File: config.mk
export PLATFORM = sky130hd
export DESIGN_NAME = bullet_pool
export DESIGN_NICKNAME = d
export VERILOG_FILES = /design/src/rtl/bullet_pool.sv
export SDC_FILE = /design/constraint.sdc
export NUM_CORES = 1
export LEC_CHECK = 0
export BUFFER_PORTS_ARGS = -buffer_cell sky130_fd_sc_hd__buf_2
export CELL_PAD_IN_SITES_DETAIL_PLACEMENT = 1
export CELL_PAD_IN_SITES_GLOBAL_PLACEMENT = 2
export CORE_AREA = 2 2 192 194
export DETAILED_ROUTE_END_ITERATION = 7
export DIE_AREA = 0 0 194 196
export GPL_ROUTABILITY_DRIVEN = 1
export HOLD_SLACK_MARGIN = 0.15
export PLACE_DENSITY = 0.81
export SYNTH_ARGS = -nofsm -noshare
export SYNTH_HDL_FRONTEND = slang
export SYNTH_SLANG_ARGS = --single-unit
File: constraint.sdc
create_clock -name pixel_clk -period 4.6 [get_ports pixel_clk]
set_clock_uncertainty 0.2 [all_clocks]
set_input_delay 0.69 -clock pixel_clk [delete_from_list [all_inputs] [get_ports pixel_clk]]
set_output_delay 0.69 -clock pixel_clk [all_outputs]
set_load 0.02 [all_outputs]
File: src/rtl/bullet_pool.sv
// Multi-slot player projectile engine: per-slot bullet state updated once per frame,
// with fire cooldown, collision kills, bounding-box outputs and a registered pixel overlay.
module bullet_pool #(
  parameter int          NUM_BULLETS     = 4,
  parameter int          HRES            = 640,
  parameter int          VRES            = 480,
  parameter int          BULLET_W        = 4,
  parameter int          BULLET_H        = 12,
  parameter int          BULLET_SPEED    = 8,
  parameter int          SPAWN_Y         = 400,
  parameter int          COOLDOWN_FRAMES = 8,
  parameter logic [23:0] COLOR           = 24'hFFFF00
) (
  input  logic                    pixel_clk,
  input  logic                    rst,
  input  logic                    fsync,
  input  logic                    fire,
  input  logic signed [11:0]      player_x,
  input  logic [NUM_BULLETS-1:0]  hit,
  input  logic signed [11:0]      hpos,
  input  logic signed [11:0]      vpos,
  output logic [7:0]              pixel [0:2],
  output logic [NUM_BULLETS-1:0]  bullet_active,
  output logic signed [11:0]      bullet_left   [NUM_BULLETS],
  output logic signed [11:0]      bullet_right  [NUM_BULLETS],
  output logic signed [11:0]      bullet_top    [NUM_BULLETS],
  output logic signed [11:0]      bullet_bottom [NUM_BULLETS],
  output logic                    fire_ack
);

  localparam int                 CD_W     = $clog2(COOLDOWN_FRAMES + 1);
  localparam logic signed [11:0] SPEED_S  = 12'(BULLET_SPEED);
  localparam logic signed [11:0] SPAWN_S  = 12'(SPAWN_Y);
  localparam logic signed [11:0] W_M1     = 12'(BULLET_W - 1);
  localparam logic signed [11:0] H_M1     = 12'(BULLET_H - 1);
  localparam logic signed [12:0] HALF_W   = 13'(BULLET_W / 2);
  localparam logic signed [12:0] MAX_LEFT = 13'(HRES - BULLET_W);
  localparam logic [CD_W-1:0]    CD_LOAD  = CD_W'(COOLDOWN_FRAMES - 1);

  // Widened to 13 bits so a very negative player_x cannot wrap before the clamp.
  function automatic logic signed [11:0] clamp_left(input logic signed [11:0] x);
    logic signed [12:0] l;
    l = {x[11], x} - HALF_W;
    if (l < 13'sd0)
      clamp_left = 12'sd0;
    else if (l > MAX_LEFT)
      clamp_left = MAX_LEFT[11:0];
    else
      clamp_left = l[11:0];
  endfunction

  logic [NUM_BULLETS-1:0] active_p0;
  logic signed [11:0]     left_p0 [NUM_BULLETS];
  logic signed [11:0]     top_p0  [NUM_BULLETS];
  logic                   fire_pend_p0;
  logic [NUM_BULLETS-1:0] hit_pend_p0;
  logic [CD_W-1:0]        cooldown_p0;
  logic                   fire_ack_p0;
  logic                   pix_on_p1;

  logic [NUM_BULLETS-1:0] act_n;
  logic signed [11:0]     left_n [NUM_BULLETS];
  logic signed [11:0]     top_n  [NUM_BULLETS];
  logic [CD_W-1:0]        cd_n;
  logic                   spawn;
  logic                   pix_hit;

  // Frame update: kills and motion first, so a slot freed this frame can take the spawn.
  always_comb begin
    act_n = active_p0;
    cd_n  = cooldown_p0;
    spawn = 1'b0;
    for (int i = 0; i < NUM_BULLETS; i++) begin
      left_n[i] = left_p0[i];
      top_n[i]  = top_p0[i];
      if (active_p0[i]) begin
        if (hit_pend_p0[i] || hit[i])
          act_n[i] = 1'b0;
        else if (top_p0[i] < SPEED_S)
          act_n[i] = 1'b0;
        else
          top_n[i] = top_p0[i] - SPEED_S;
      end
    end
    if (cooldown_p0 != '0)
      cd_n = cooldown_p0 - 1'b1;
    if ((fire_pend_p0 || fire) && (cooldown_p0 == '0)) begin
      for (int i = 0; i < NUM_BULLETS; i++) begin
        if (!spawn && !act_n[i]) begin
          spawn     = 1'b1;
          act_n[i]  = 1'b1;
          left_n[i] = clamp_left(player_x);
          top_n[i]  = SPAWN_S;
        end
      end
    end
    if (spawn)
      cd_n = CD_LOAD;
  end

  always_ff @(posedge pixel_clk) begin
    if (rst) begin
      active_p0    <= '0;
      fire_pend_p0 <= 1'b0;
      hit_pend_p0  <= '0;
      cooldown_p0  <= '0;
      fire_ack_p0  <= 1'b0;
      pix_on_p1    <= 1'b0;
    end else begin
      pix_on_p1 <= pix_hit;
      if (fsync) begin
        active_p0    <= act_n;
        cooldown_p0  <= cd_n;
        fire_ack_p0  <= spawn;
        fire_pend_p0 <= 1'b0;
        hit_pend_p0  <= '0;
      end else begin
        fire_ack_p0 <= 1'b0;
        if (fire)
          fire_pend_p0 <= 1'b1;
        hit_pend_p0 <= hit_pend_p0 | (hit & active_p0);
      end
    end
  end

  // Position registers are only meaningful while the matching active bit is set.
  always_ff @(posedge pixel_clk) begin
    if (fsync) begin
      for (int i = 0; i < NUM_BULLETS; i++) begin
        left_p0[i] <= left_n[i];
        top_p0[i]  <= top_n[i];
      end
    end
  end

  always_comb begin
    pix_hit = 1'b0;
    for (int i = 0; i < NUM_BULLETS; i++) begin
      if (active_p0[i]) begin
        bullet_left[i]   = left_p0[i];
        bullet_right[i]  = left_p0[i] + W_M1;
        bullet_top[i]    = top_p0[i];
        bullet_bottom[i] = top_p0[i] + H_M1;
      end else begin
        bullet_left[i]   = 12'sd0;
        bullet_right[i]  = 12'sd0;
        bullet_top[i]    = 12'sd0;
        bullet_bottom[i] = 12'sd0;
      end
      if (active_p0[i] && hpos >= bullet_left[i] && hpos <= bullet_right[i] &&
          vpos >= bullet_top[i] && vpos <= bullet_bottom[i])
        pix_hit = 1'b1;
    end
  end

  // Pixel stage: one cycle behind hpos/vpos.
  assign pixel[0]      = pix_on_p1 ? COLOR[23:16] : 8'h00;
  assign pixel[1]      = pix_on_p1 ? COLOR[15:8]  : 8'h00;
  assign pixel[2]      = pix_on_p1 ? COLOR[7:0]   : 8'h00;
  assign bullet_active = active_p0;
  assign fire_ack      = fire_ack_p0;

endmodule

# Yosys cells after proc, flatten, opt, wreduce, memory -nomap -nowiden
# Memory sizes are Yosys's and may differ from the RTL's.
# Cells that the tools add are included.
[op_classes] n_addsub=14 multipliers=0 n_div=0 order_cmp=22 n_eq_ne=0 shift=0 muxes=73 n_bitwise=3 n_reduce_logical=37
[ops] operator="12-bit two-way mux" count=38
[ops] operator="12-bit greater-or-equal comparator" count=8
[ops] operator="12-bit less-or-equal comparator" count=8
[ops] operator="48-bit two-way mux" count=2
[ops] operator="12-bit by 3-bit adder with 12-bit output (second input constant)" count=4
[ops] operator="12-bit by 5-bit adder with 12-bit output (second input constant)" count=4
[ops] operator="12-bit by 5-bit less-than comparator with 1-bit output (second input constant)" count=4
[ops] operator="12-bit by 5-bit subtractor with 12-bit output (second input constant)" count=4
[ops] operator="1-bit two-way mux" count=29
[ops] operator="1-bit logical AND" count=20
[ops] operator="13-bit by 11-bit > comparator with 1-bit output (second input constant)" count=1
[ops] operator="13-bit by 1-bit less-than comparator with 1-bit output (second input constant)" count=1
[ops] operator="12-bit by 3-bit subtractor with 13-bit output (second input constant)" count=1
[ops] operator="4-bit two-way mux" count=3
[ops] operator="8-bit two-way mux" count=1
[ops] operator="1-bit logical NOT" count=6
[ops] operator="1-bit logical OR" count=5
[ops] operator="4-bit AND" count=1
[ops] operator="4-bit logical NOT" count=1
[ops] operator="4-bit bitwise OR" count=1
[ops] operator="4-bit nonzero test" count=1
[ops] operator="2-bit OR reduction" count=2
[ops] operator="4-bit by 1-bit subtractor with 4-bit output (second input constant)" count=1
[ops] operator="2-bit AND reduction" count=1
[ops] operator="2 further kinds" count=2
[word_totals] reg_bits=15 latch_bits=0 mem_bits_rw=96 mem_bits_ro=0 out_inout_bits=221 word_cells=157 memories=2
[memory_table] name="left_p0" words=4 word_bits=12 rd=4 rd_ports_with_merged_regs=0 wr=4 line="53" rtl="logic signed [11:0] left_p0 [NUM_BULLETS];"
[memory_table] name="top_p0" words=4 word_bits=12 rd=4 rd_ports_with_merged_regs=0 wr=4 line="54" rtl="logic signed [11:0] top_p0 [NUM_BULLETS];"

# Longest topological paths before layout
# An unclocked memory read counts as a cell.
[logic_depth] ltp_word=21 depth_mapped=15 depth_no_buf=15

# Least setup slack after synthesis
# OpenSTA, ideal clock, no wires.
[synth_path] kind="register -> register" start="memory left_p0[1][0]" end="register pix_on_p1" setup_ps=81 t_arrival_ps=3168 t_required_ps=4319 setup_slack_ps=1151 stages_incl_launch_ff=16 n_path_buf=0 cell_sequence="edfxtp_1 inv_1 ha_1 nand2b_1 nor2_1 nand4_1 xor2_1 nand2b_1 ha_1 and4_1 and2_1 o22ai_1 mux2i_1 a21oi_1 or4b_2 a41oi_1"
[synth_lines] item="start, declared" line="53"
[synth_lines] item="end signal, assigned" line="110" rtl="pix_on_p1 <= pix_hit;"
[synth_lines] item="end, declared" line="59" rtl="logic pix_on_p1;"

==> impl_metrics.yaml <==
status:
  status: "complete, no violations"
placed_design:
  dp_slack_ns: 0.8315
  gp_congestion: 0.8534
  hpwl_um: 33760
  port_buffers: 240
  dp.cells: 2080
worst_setup_path:
  cp.buffers_inverters: 1
  path_max_fanout: 3
  critPathRequiredTime_ns: 4.69
  critical_path.cell_chain: "inv_1 -> ha_1 -> nand2b_1 -> nor2_1 -> nand4_1 -> xor2_1 -> nand2b_1 -> ha_1 -> and4_1 -> and2_1 -> o22ai_1 -> mux2i_1 -> a21oi_1 -> or4b_2 -> a41oi_1"
  end_kind: "register"
  arrival_ns: 3.86
  setup.worst_path.class: "register to register"
  start_kind: "register"
  critPathTopFamily: "simple AND/OR/NAND/NOR gates"
  cpPeakStageDelay_ns: 0.69
  slowest_stage: "or4b_2"
timing:
  whs_ns: 0.3222
  finalHoldViolCount: 0
  fin_ws_ns: 0.8290
  slew-limit-headroom: 0.4207
  finalSetupViolCount: 0
  worst_pin_slew_ns: 0.8624
  min_period_ns: 3.771
  period_share: 0.8198
  slew_viol_final: 0
  rsz0062_at_grt: "false"
  finalSetupTns_ns: 0
  fmax_mhz: 265.2
logic_synthesis:
  synth_top_cell_by_area: "edfxtp_1"
  synth_flop_cell: "edfxtp_1"
  yosysTopAreaCellShare: 0.2217
  yosysWarnings: 0
  synth_edf_count: 84
  netlist_area_um2: 11380
  synth_seq_area_share: 0.2481
  synth.avg_cell_area_um2: 8.006
  ys_ff_latch: 99
  synthTopCellsByArea: "edfxtp_1 22%, ha_1 21%, inv_1 6.8%, nand2_1 5.1%, nand2b_1 4.5%"
  async_flop_share: 0
  netlist_instances: 1421
  synth.distinct_cells: 77
clocking:
  cts_resized: 0
  htree_levels: 3
  clockBufferDepth: 2
  root_buffer: "clkbuf_16"
  cts_buffers: 9
  clk_pin_slew_ns: 0.08
  cts_tree: "yes"
  holdBufCountCts: 0
  cts_setup_buffers: 0
  clock-sinks: 99
  insertion_delay_ns: 0.37
die:
  io_pins: 265
  initial_core_util: 0.3153
  die_area_um2: 38020
  core_um2: 36080
  row_count: 70
  fp.dieW_um: 194
  chipHeight_um: 196
global_routing:
  grt_pass1_wl_um: 63800
  gr-usage-met1: 0.2841
  grt_usage: 0.2170
  grt_busiest_layer: "met2"
  use_met2: 0.3635
  grt_pass1_vias: 11180
  overflow: 0
  met3_usage: 0.03146
  grt_max_degree: 49
  antenna_found_initial: 0
power_and_ir_drop:
  p_per_area_nw_per_um2: 236.2
  ir_drop_mv: 0.1330
  cellLeakagePower_nw: 6.888
drt:
  drt-total-wl_um: 41460
  drt_iter0_drc: 522
  dr.pass1.iters: 4
  wl_per_cell_um: 19.78
  post-route-drc-count: 0
  vias_per_cell: 5.156
  vias: 10807
  ant_nets: 0
final_layout:
  fill_cells: 4451
  final_cells: 2096
  final_nets: 1857
  num_antenna_cells: 0
  final_cell_mix: "240 x buf_2, 206 x inv_1, 190 x ha_1"
  mostFrequentLayoutCell: "buf_2"
  syn_to_final_growth_pct: 15.59
  drive_gt1_frac: 0.1800
job:
  cap_violations: 0
hold_path:
  hold_class: "register to register"
-- metal layers --
layer | share of wire | routed length [µm] | vias to the layer above
li1 | - | - | 5236
met1 | 0.46 | 18870 | 5201
met2 | 0.47 | 19300 | 299
met3 | 0.049 | 2052 | 71
met4 | 0.030 | 1241 | 0
met5 | 0 | 0 | -
-- cells by family (layout without fill, tap and decap cells) --
kind of cell	count (synthesis)	count (layout)	synth area share
and+or+nand+nor	512	512	0.2265
muxes	7	7	0.006489
DFF	99	99	0.2481
buffers and inverters	300	476	0.1158
xor gates and xnor gates	75	75	0.05774
AOI/OAI and AO/OA	237	237	0.1361
other	1	32	0.0003296
adders and majority gates	190	190	0.2090
-- worst reg2reg max path, cell delays in order (launching register included) --
cell and delay [ns]:
edfxtp_1 0.38, inv_1 0.07, ha_1 0.23, nand2b_1 0.17
nor2_1 0.15, nand4_1 0.13, xor2_1 0.15, nand2b_1 0.17
ha_1 0.30, and4_1 0.23, and2_1 0.16, o22ai_1 0.21
mux2i_1 0.22, a21oi_1 0.05, or4b_2 0.69, a41oi_1 0.21
-- stage by stage --
stage                     utilization  total power [mW]  cell area [µm²]
final                          0.3644             3.106            13150
after detailed placement       0.3559             2.306            12840
after global routing           0.3644             3.307            13150
after floorplan                     -             1.920            11490
after global placement         0.3559             2.264            12840
after CTS                      0.3644             3.132            13150
-- state kept, by name, indices dropped and copies added, names as in the netlist --
signal and cells:
top_p0 36, hit_pend_p0 4, fire_pend_p0 1, left_p0 48
cooldown_p0 4, bullet_active 4, pix_on_p1 1, fire_ack 1
-- cells in the mapped netlist (3+ instances only) --
| master | count |
|---|---|
| mux2_2 | 3 |
| nor4b_1 | 5 |
| a221oi_1 | 3 |
| and3_1 | 7 |
| nor3_1 | 32 |
| or2_2 | 5 |
| mux2i_1 | 4 |
| or4_1 | 3 |
| nand3_1 | 42 |
| nor2b_1 | 12 |
| dfxtp_1 | 15 |
| buf_1 | 4 |
| xor2_1 | 41 |
| or3_1 | 9 |
| nand3b_1 | 3 |
| inv_1 | 206 |
| o21a_1 | 4 |
| a31oi_1 | 11 |
| a2111oi_0 | 8 |
| nand2_1 | 155 |
| buf_4 | 48 |
| nor2_1 | 93 |
| nor4_1 | 6 |
| a21o_1 | 17 |
| clkbuf_1 | 38 |
| o311ai_0 | 3 |
| o211ai_1 | 9 |
| o21ai_0 | 63 |
| xnor2_1 | 34 |
| o31ai_1 | 9 |
| buf_2 | 3 |
| a211oi_1 | 13 |
| and2_1 | 3 |
| and4_1 | 7 |
| edfxtp_1 | 84 |
| nor3b_1 | 6 |
| nand4_1 | 30 |
| a21oi_1 | 64 |
| ha_1 | 190 |
| nand2b_1 | 81 |
-- report_power, final --
part | leakage (nW) | switching (mW) | internal, mW
Combinational | 5.83 | 0.712 | 0.397
Clock | 0.145 | 0.392 | 0.432
Sequential | 0.913 | 0.115 | 1.06
Total | 6.89 | 1.22 | 1.89
-- final cells by class --
class                   instances  area [µm²]  area share
clock inverters                 7       82.58    0.006280
multi-input cells            1053        7352      0.5591
flip-flops and latches         99        2824      0.2148
well taps                     468       585.6     0.04453
inverters                     206       773.2     0.05881
repair buffers                254        1306     0.09934
clock buffers                   9       225.2     0.01713
-- final timing paths --
| check | startpoint | endpoint | cells past startpoint | slack, ns |
|---|---|---|---|---|
| min reg2reg | hit_pend_p0[2] | hit_pend_p0[2] | 2 | 0.32 |
| max reg2reg | left_p0[1][0] | pix_on_p1 | 15 | 0.83 |
| max | left_p0[1][0] | pix_on_p1 | 15 | 0.83 |
| min | hit_pend_p0[2] | hit_pend_p0[2] | 2 | 0.32 |
No activity file was read; power rests on OpenSTA's default activity.
